**src/rtl/turn_signal_pkg.sv**
```systemverilog
// Shared mode encodings, request decode and parameter legality check for the
// tail-light sequencer.
package turn_signal_pkg;

  typedef enum logic [1:0] {
    MODE_IDLE   = 2'b00,
    MODE_LEFT   = 2'b01,
    MODE_RIGHT  = 2'b10,
    MODE_HAZARD = 2'b11
  } mode_t;

  // Both turn switches at once is treated as a hazard request.
  function automatic mode_t decode_request(input logic left, input logic right,
                                           input logic hazard);
    mode_t m;
    if (hazard || (left && right)) m = MODE_HAZARD;
    else if (left)                 m = MODE_LEFT;
    else if (right)                m = MODE_RIGHT;
    else                           m = MODE_IDLE;
    return m;
  endfunction

  function automatic bit params_legal(input int lamps, input int tick_div,
                                      input int hold_off);
    return (lamps >= 1) && (tick_div >= 1) && (hold_off >= 0);
  endfunction

endpackage

```
**src/rtl/turn_signal_sequencer_prescaler.sv**
```systemverilog
// Step-rate prescaler: tick is high on the last cycle of each TICK_DIV period
// while enabled; the count is held at zero when disabled.
module tick_prescaler #(
  parameter int TICK_DIV = 4
) (
  input  logic clk,
  input  logic reset,
  input  logic enable,
  output logic tick
);

  localparam int CW = (TICK_DIV > 1) ? $clog2(TICK_DIV) : 1;
  localparam logic [CW-1:0] LAST = CW'(TICK_DIV - 1);

  if (TICK_DIV < 1) begin : g_bad_div
    $error("tick_prescaler: TICK_DIV must be >= 1");
  end

  logic [CW-1:0] count;

  assign tick = enable && (count == LAST);

  always_ff @(posedge clk or posedge reset) begin
    if (reset)                count <= '0;
    else if (!enable || tick) count <= '0;
    else                      count <= count + 1'b1;
  end

endmodule

```
**src/rtl/turn_signal_sequencer.sv**
```systemverilog
// Tail-light sequencer: left/right sweeps, hazard flash and brake overlay,
// with all outputs registered.
module turn_signal_sequencer
  import turn_signal_pkg::*;
#(
  parameter int LAMPS    = 3,
  parameter int TICK_DIV = 4,
  parameter int HOLD_OFF = 1
) (
  input  logic               clk,
  input  logic               reset,
  input  logic               left,
  input  logic               right,
  input  logic               hazard,
  input  logic               brake,
  output logic [2*LAMPS-1:0] lights,
  output logic [1:0]         mode,
  output logic               step_tick
);

  localparam int SW = $clog2(LAMPS + HOLD_OFF + 1);
  localparam logic [SW-1:0] STEP_FIRST = SW'(1);
  localparam logic [SW-1:0] STEP_LAMPS = SW'(LAMPS);
  localparam logic [SW-1:0] STEP_LAST  = SW'(LAMPS + HOLD_OFF);

  if (!params_legal(LAMPS, TICK_DIV, HOLD_OFF)) begin : g_bad_params
    $error("turn_signal_sequencer: illegal LAMPS/TICK_DIV/HOLD_OFF");
  end

  mode_t               state, state_n, req;
  logic [SW-1:0]       step, step_n;
  logic                phase, phase_n;
  logic                tick;
  logic [LAMPS-1:0]    lside, rside;
  logic [2*LAMPS-1:0]  lights_n;

  tick_prescaler #(.TICK_DIV(TICK_DIV)) u_prescaler (
    .clk    (clk),
    .reset  (reset),
    .enable (state != MODE_IDLE),
    .tick   (tick)
  );

  assign req = decode_request(left, right, hazard);

  always_comb begin
    state_n = state;
    step_n  = step;
    phase_n = phase;
    if (state == MODE_IDLE) begin
      if (req != MODE_IDLE) begin
        state_n = req;
        step_n  = STEP_FIRST;
        phase_n = 1'b1;
      end
    end else if (tick) begin
      if (req != state) begin
        state_n = req;
        step_n  = (req == MODE_IDLE) ? '0 : STEP_FIRST;
        phase_n = 1'b1;
      end else begin
        step_n  = (step == STEP_LAST) ? STEP_FIRST : step + 1'b1;
        phase_n = ~phase;
      end
    end
  end

  // Lamp pattern is derived from the next state so it lands on the same edge.
  always_comb begin
    lside = '0;
    rside = '0;
    unique case (state_n)
      MODE_IDLE: begin
        lside = {LAMPS{brake}};
        rside = {LAMPS{brake}};
      end
      MODE_LEFT: begin
        for (int unsigned i = 0; i < LAMPS; i++)
          lside[i] = (step_n <= STEP_LAMPS) && (i < 32'(step_n));
        rside = {LAMPS{brake}};
      end
      MODE_RIGHT: begin
        for (int unsigned i = 0; i < LAMPS; i++)
          rside[LAMPS-1-i] = (step_n <= STEP_LAMPS) && (i < 32'(step_n));
        lside = {LAMPS{brake}};
      end
      MODE_HAZARD: begin
        lside = {LAMPS{phase_n || brake}};
        rside = {LAMPS{phase_n || brake}};
      end
    endcase
    lights_n = {lside, rside};
  end

  always_ff @(posedge clk or posedge reset) begin
    if (reset) begin
      state     <= MODE_IDLE;
      step      <= '0;
      phase     <= 1'b1;
      lights    <= '0;
      step_tick <= 1'b0;
    end else begin
      state     <= state_n;
      step      <= step_n;
      phase     <= phase_n;
      lights    <= lights_n;
      step_tick <= tick;
    end
  end

  assign mode = state;

endmodule

```
**config.mk**
```make
export PLATFORM = sky130hd
export DESIGN_NAME = turn_signal_sequencer
export DESIGN_NICKNAME = d
export VERILOG_FILES = /design/src/rtl/turn_signal_pkg.sv /design/src/rtl/turn_signal_sequencer_prescaler.sv /design/src/rtl/turn_signal_sequencer.sv
export SDC_FILE = /design/constraint.sdc
export NUM_CORES = 1
export LEC_CHECK = 0
export ABC_AREA = 1
export CORE_MARGIN = 2
export CORE_UTILIZATION = 49
export DETAILED_ROUTE_END_ITERATION = 16
export PLACE_DENSITY = 0.76
export SLEW_MARGIN = 20
export SYNTH_ARGS = -nofsm -noshare
export SYNTH_HDL_FRONTEND = slang
export SYNTH_SLANG_ARGS = --single-unit
export TNS_END_PERCENT = 20
```
**constraint.sdc**
```tcl
create_clock -name clk -period 1.82 [get_ports clk]
set_input_delay 0.273 -clock clk [delete_from_list [all_inputs] [get_ports clk]]
set_output_delay 0.273 -clock clk [all_outputs]
set_load 0.01 [all_outputs]
```
==> results of run 1 <==
[layout make-up]
type                       count  area [µm²]  share of cell area
clock buffer                   4        26.3              0.0270
inverter                      16        60.1              0.0616
multi-input combinational     62         352               0.361
sequential                    15         377               0.386
tap                           16        20.0              0.0205
timing repair buffer          14         140               0.144
[worst paths after layout]
path	slack, ns	start	endpoint
worst max register to register	0.27	u_prescaler.count[0]	lights[1]
worst min-delay path	0.33	reset	lights[1]
worst max-delay path	0.24	mode[1]	mode[1]
min in group clk	0.44	u_prescaler.count[0]	u_prescaler.count[0]
worst min register to register	0.44	u_prescaler.count[0]	u_prescaler.count[0]
max in group asynchronous	1.12	reset	phase
[kinds of logic after synthesis]
logic type | Yosys count | share of synthesized area
AND/OR/NAND/NOR | 46 | 0.287
buffers and inverters | 16 | 0.0762
flip-flops | 15 | 0.478
AO/OA/AOI/OAI | 13 | 0.111
adder cells (fa/ha/maj) | 3 | 0.0476
[cells in the final DEF, fill, tap and decap left out, types with 2 or more instances in the layout]
cell             count
nand2_1             18
inv_1               15
clkdlybuf4s50_1     14
dfrtp_1             14
nand3_1             10
nor2_1               6
o21ai_0              3
nor2_2               3
nand2_2              3
o21ai_2              3
ha_1                 3
clkbuf_4             3
a21oi_1              2
nor3_1               2
nand3_2              2
a21oi_2              2
[stage by stage]
step                      std cells  instance area, µm²  total power [mW]
after floorplan                  93                 788              1.31
after global placement          123                 948              1.63
after detailed placement        123                 948              1.66
after CTS                       127                 975              1.85
after global routing            127                 975              2.00
final                           127                 975              1.85
[routing by layer]
layer | track usage | part of all wire
met1 | 0.218 | 0.46
met2 | 0.259 | 0.45
met3 | 0.0490 | 0.070
met4 | 0.0727 | 0.015
met5 | 0 | 0
[report_power, final]
group / leakage, nW / internal [mW] / total, mW / switching, mW
registers: 0.174 / 0.511 / 0.593 / 0.0824
logic: 0.284 / 0.446 / 1.07 / 0.621
clock network: 0.0150 / 0.0851 / 0.188 / 0.103
[state kept, by name, indices dropped and copies added, names as in the netlist]
signal             flops
u_prescaler.count      2
lights                 6
mode                   2
step                   3
phase                  1
step_tick              1
==> impl_metrics.csv, run 1 <==
group,metric,value,unit
pwr,pwr_density_cell,1900,nW/µm²
setup_path,setup.worst_path.end_class,"primary output",
timing,worstMarginPinSlew,0.553,ns
finish,nFillCells,135,
global_routing,grt_util_all_layers,0.167,
synth,asyncSetResetFlopFracSynth,1.00,
placed_design,numPortBuffers,14,
drt,drt-vias-per-instance,5.19,
drt,drt_iter0_markers,32,
setup_path,req_time_crit_path,1.55,ns
synth,synth-seq-cells,15,
clocking,post_cts_buffers,0,
outcome,outcome,"finished, final reports clean",
clocking,cts.root.buffer_cell,"clkbuf_4",
timing,maximum_frequency_from_static_timing_analysis,632,MHz
finish,number_of_antenna_repair_diodes,0,
drt,dr_total_vias,659,
drt,detail_route.first_pass.iterations,4,
run,cap_viol_max_count,0,
timing,clock-skew-final,0.00215,ns
floorplanning,die_width,44.1,µm
synth,synthesis.area,788,µm²
setup_path,critPathMaxFanout,6,
timing,setup_repair_after_global_routing_missed_its_margin,"false",
clocking,cts_resized,0,
clocking,cts-buffers-inserted,3,
timing,report.final.hold_viol_count,0,
floorplanning,die-area,1950,µm²
synth,synth_edf_count,0,
placed_design,gp_routability_congestion,0.819,
clocking,cts-hold-fix-buffers,0,
setup_path,cp.depth,1,
setup_path,setup.worst_path.start_class,"flop",
hold_path,min-delay-path-class,"in -> async",
global_routing,maximum_number_of_pins_on_one_net_before_global_route_repair,16,
synth,synth_area_per_cell,8.48,µm²
timing,worst_slew_margin_rel,0.631,
global_routing,first_global_vias,557,
floorplanning,std_cell_rows,14,
pwr,leakage,0.473,nW
synth,syn_nets,102,
clocking,ctsLongestPathBuffers,2,
drt,totalWireLength,1470,µm
clocking,cts_max_level,1,
synth,ys_types,21,
global_routing,grt_overflow,0,
drt,antenna_left,0,
placed_design,place_ws,-0.0450,ns
placed_design,dp.final_hpwl,1120,µm
floorplanning,die-height,44.1,µm
clocking,clock_edge_transition_at_the_registers_on_the_reported_setup_and_hold_paths,0.09,ns
timing,final_period_minus_worst_setup_slack,1.58,ns
setup_path,worstRegToRegCells,8,
global_routing,first_pass_grt_wire_length,2310,µm
synth,synth_largest_area_cell,"dfrtp_1",
finish,finalNetCount,121,
setup_path,cp_cell_sequence,"clkdlybuf4s50_1",
timing,layout_worst_path_cycle_share,0.870,
floorplanning,total_i_o_pin_count,15,
setup_path,worstPathBufferInverterCount,1,
clocking,clk-insertion-delay-late,0.28,ns
synth,synth.top_cells.by_area,"dfrtp_1 (44%), nand2_1 (8.6%), inv_1 (7.1%)",
synth,yosysSeqAreaShare,0.478,
floorplanning,floorplan.initialDensity,0.523,
timing,timing.setup.tns,0,ns
synth,yosysWarningCount,0,
synth,post-synth-top-area-fraction,0.444,
setup_path,critPathArrivalTime,1.31,ns
floorplanning,core_region_area,1510,µm²
setup_path,worst_path_largest_cell_delay,0.57,ns
finish,drive_gt1_frac,0.171,
timing,post-route-worst-setup-slack,0.236,ns
synth,dominantRegCellSynth,"dfrtp_1",
setup_path,timing.critical_path.slowest_stage_cell,"clkdlybuf4s50_1",
synth,syn_inst,93,
synth,yosys-top-cells-count,"nand2_1 (18), inv_1 (15), dfrtp_1 (14)",
timing,finalSetupViolations,0,
clocking,clkSinkCount,15,
finish,finish.utilization,0.647,
timing,slew_violations,0,
setup_path,top_cell_family_by_delay_on_the_critical_path,"buffers and inverters",
clocking,tritoncts,"yes",
synth,post-synth-top-count-cell,"nand2_1",
drt,route.detailed.drc,0,
finish,area.growth.synth_to_final,23.7,%
setup_path,worstSetupPathType,"reg -> out",
global_routing,antenna_violations_before_repair,0,
pwr,power.ir.vdd_worst,1.03,mV
timing,hold_slack,0.330,ns
drt,wl_per_cell,11.6,µm
No activity file was read; power rests on OpenSTA's default activity.
==> inputs of run 2 (changes only) <==
--- a/config.mk
+++ b/config.mk
@@ -8,8 +8,10 @@
 export ABC_AREA = 1
 export CORE_MARGIN = 2
 export CORE_UTILIZATION = 49
+export CTS_CLUSTER_DIAMETER = 200
 export DETAILED_ROUTE_END_ITERATION = 16
 export PLACE_DENSITY = 0.76
+export SKIP_LAST_GASP = 1
 export SLEW_MARGIN = 20
 export SYNTH_ARGS = -nofsm -noshare
 export SYNTH_HDL_FRONTEND = slang
==> constraint.sdc (replaced) <==
create_clock -name clk -period 1.67 [get_ports clk]
set_input_delay 0.2505 -clock clk [delete_from_list [all_inputs] [get_ports clk]]
set_output_delay 0.2505 -clock clk [all_outputs]
set_load 0.01 [all_outputs]
==> run 2 against run 1 <==
  * Utilization is 2.7 points higher
  * Worst setup slack worse by 0.13 ns
  * Clock skew is 0.0023 ns higher
  * Via count is 2.4% higher
  * Combinational power is 13% higher
  * Worst hold slack worse by 0.028 ns
  * Clock power is 7% higher
  * Sequential power is 9.6% higher
  * Count of clock-buffer cells in the layout stayed put
  * Wire length is 6.9% lower
  * Sequential cell count stayed put
  * Register-to-register slack worse by 0.09 ns
  * Critical endpoint unchanged
==> impl_metrics.csv, run 2 (synthesis gave the netlist of run 1 again) <==
group,metric,value,unit
floorplanning,core_region_area,1510,µm²
drt,antenna_left,0,
setup_path,setup.worst_path.start_class,"flop",
setup_path,timing.critical_path.slowest_stage_cell,"clkdlybuf4s50_1",
clocking,cts.root.buffer_cell,"clkbuf_4",
drt,drt_iter0_markers,13,
global_routing,maximum_number_of_pins_on_one_net_before_global_route_repair,16,
drt,wl_per_cell,10.4,µm
global_routing,first_global_vias,605,
global_routing,grt_util_all_layers,0.173,
hold_path,min-delay-path-class,"in -> async",
setup_path,worst_path_largest_cell_delay,0.58,ns
drt,detail_route.first_pass.iterations,4,
placed_design,dp.final_hpwl,1120,µm
finish,finalNetCount,126,
floorplanning,total_i_o_pin_count,15,
clocking,ctsLongestPathBuffers,2,
placed_design,place_ws,-0.137,ns
finish,area.growth.synth_to_final,28.7,%
clocking,cts-hold-fix-buffers,0,
finish,largest_reg_flops,6,
pwr,pwr_density_cell,2030,nW/µm²
finish,layout_common_cells,"nand2_1 (18), inv_1 (15), clkdlybuf4s50_1 (14), dfrtp_1 (14), nand3_1 (10)",
global_routing,antenna_violations_before_repair,0,
placed_design,dpl.cell_count,128,
pwr,leakage,0.495,nW
outcome,outcome,"finished, final reports clean",
floorplanning,die-height,44.1,µm
clocking,tritoncts,"yes",
floorplanning,die_width,44.1,µm
setup_path,r2r-end,"lights[4]",
setup_path,req_time_crit_path,1.42,ns
timing,clock-skew-final,0.00440,ns
run,cap_viol_max_count,0,
setup_path,cp_cell_sequence,"clkdlybuf4s50_1",
drt,route.detailed.drc,0,
clocking,clkSinkCount,15,
placed_design,gp_routability_congestion,0.834,
finish,most_frequent_standard_cell_in_the_layout_excluding_fill_and_tap_cells,"nand2_1",
setup_path,worstPathBufferInverterCount,1,
timing,worstMarginPinSlew,0.539,ns
finish,reg_top3,"lights: 6 flops, step: 3 flops",
timing,finalSetupViolations,0,
finish,drive_gt1_frac,0.216,
floorplanning,die-area,1950,µm²
setup_path,critPathMaxFanout,6,
timing,worst_slew_margin_rel,0.641,
setup_path,worstRegToRegCells,8,
clocking,cts-buffers-inserted,3,
timing,final_period_minus_worst_setup_slack,1.56,ns
floorplanning,std_cell_rows,14,
setup_path,setup.worst_path.end_class,"primary output",
global_routing,grt_overflow,0,
finish,fin_cells,132,
setup_path,critPathArrivalTime,1.31,ns
setup_path,regToRegStartpoint,"u_prescaler.count[0]",
setup_path,worstSetupPathType,"reg -> out",
placed_design,numPortBuffers,14,
clocking,clock_edge_transition_at_the_registers_on_the_reported_setup_and_hold_paths,0.09,ns
setup_path,r2r_setup_slack,0.18,ns
clocking,clk-insertion-delay-late,0.28,ns
timing,slew_violations,0,
finish,number_of_antenna_repair_diodes,0,
pwr,power.ir.vdd_worst,1.00,mV
timing,report.final.hold_viol_count,0,
timing,layout_worst_path_cycle_share,0.936,
timing,maximum_frequency_from_static_timing_analysis,639,MHz
global_routing,first_pass_grt_wire_length,2440,µm
timing,setup_repair_after_global_routing_missed_its_margin,"false",
drt,totalWireLength,1370,µm
drt,dr_total_vias,675,
drt,drt-vias-per-instance,5.11,
finish,register_bank_with_the_most_flops,"lights",
setup_path,top_cell_family_by_delay_on_the_critical_path,"buffers and inverters",
timing,post-route-worst-setup-slack,0.106,ns
clocking,cts_max_level,1,
floorplanning,floorplan.initialDensity,0.523,
## run 2: cell types whose count changed in the layout (fill, tap and decap cells not counted)
cell	previous run	this run
buf_4	0	5
ha_1	3	2
ha_2	0	1
## run 2: stage by stage
step	TNS, ns	util	hold slack (ns)	area (µm²)	total power [mW]
2_1_floorplan	0	-	0.151	788	1.43
3_3_place_gp	-0.559	0.654	0.424	986	1.85
3_5_place_dp	-0.769	0.654	0.439	986	1.87
4_1_cts	0	0.672	0.317	1010	2.07
5_1_grt	0	0.674	0.369	1010	2.26
6_report	0	0.674	0.301	1010	2.06
## run 2: layer usage
layer / track usage / wire, µm
met5: 0 / 0
met4: 0.0909 / 23
met3: 0.0367 / 57
met2: 0.253 / 629
met1: 0.240 / 658
## run 2: report_power, final
part	switching, mW	leakage [nW]	internal (mW)
logic	0.661	0.306	0.546
clock network	0.109	0.0150	0.0927
registers	0.0928	0.174	0.557
## run 2: cell type report
type	instances	area, µm²
fillers	129	492
flip-flops and latches	15	377
multi-input cells	62	354
repair buffers	19	178
inverters	16	60.1
clock buffers	4	26.3
well taps	16	20.0
## run 2: how the worst max path moves through the flow
stage | start | end | slack [ns] | cells past startpoint
after detailed placement | hazard | lights[0] | -0.14 | 9
after global placement | hazard | lights[0] | -0.11 | 9
after floorplan | u_prescaler.count[0] | lights[0] | 0.31 | 8
after CTS | u_prescaler.count[0] | lights[0] | 0.09 | 8
after global routing | hazard | lights[4] | 0.02 | 9
final | mode[1] | mode[1] | 0.11 | 1
## run 2: what timing repair did
item | in CTS | in global routing
buffers inserted | 0 | 0
resized for setup | 0 | 1
endpoints found under the setup margin | 0 | 5
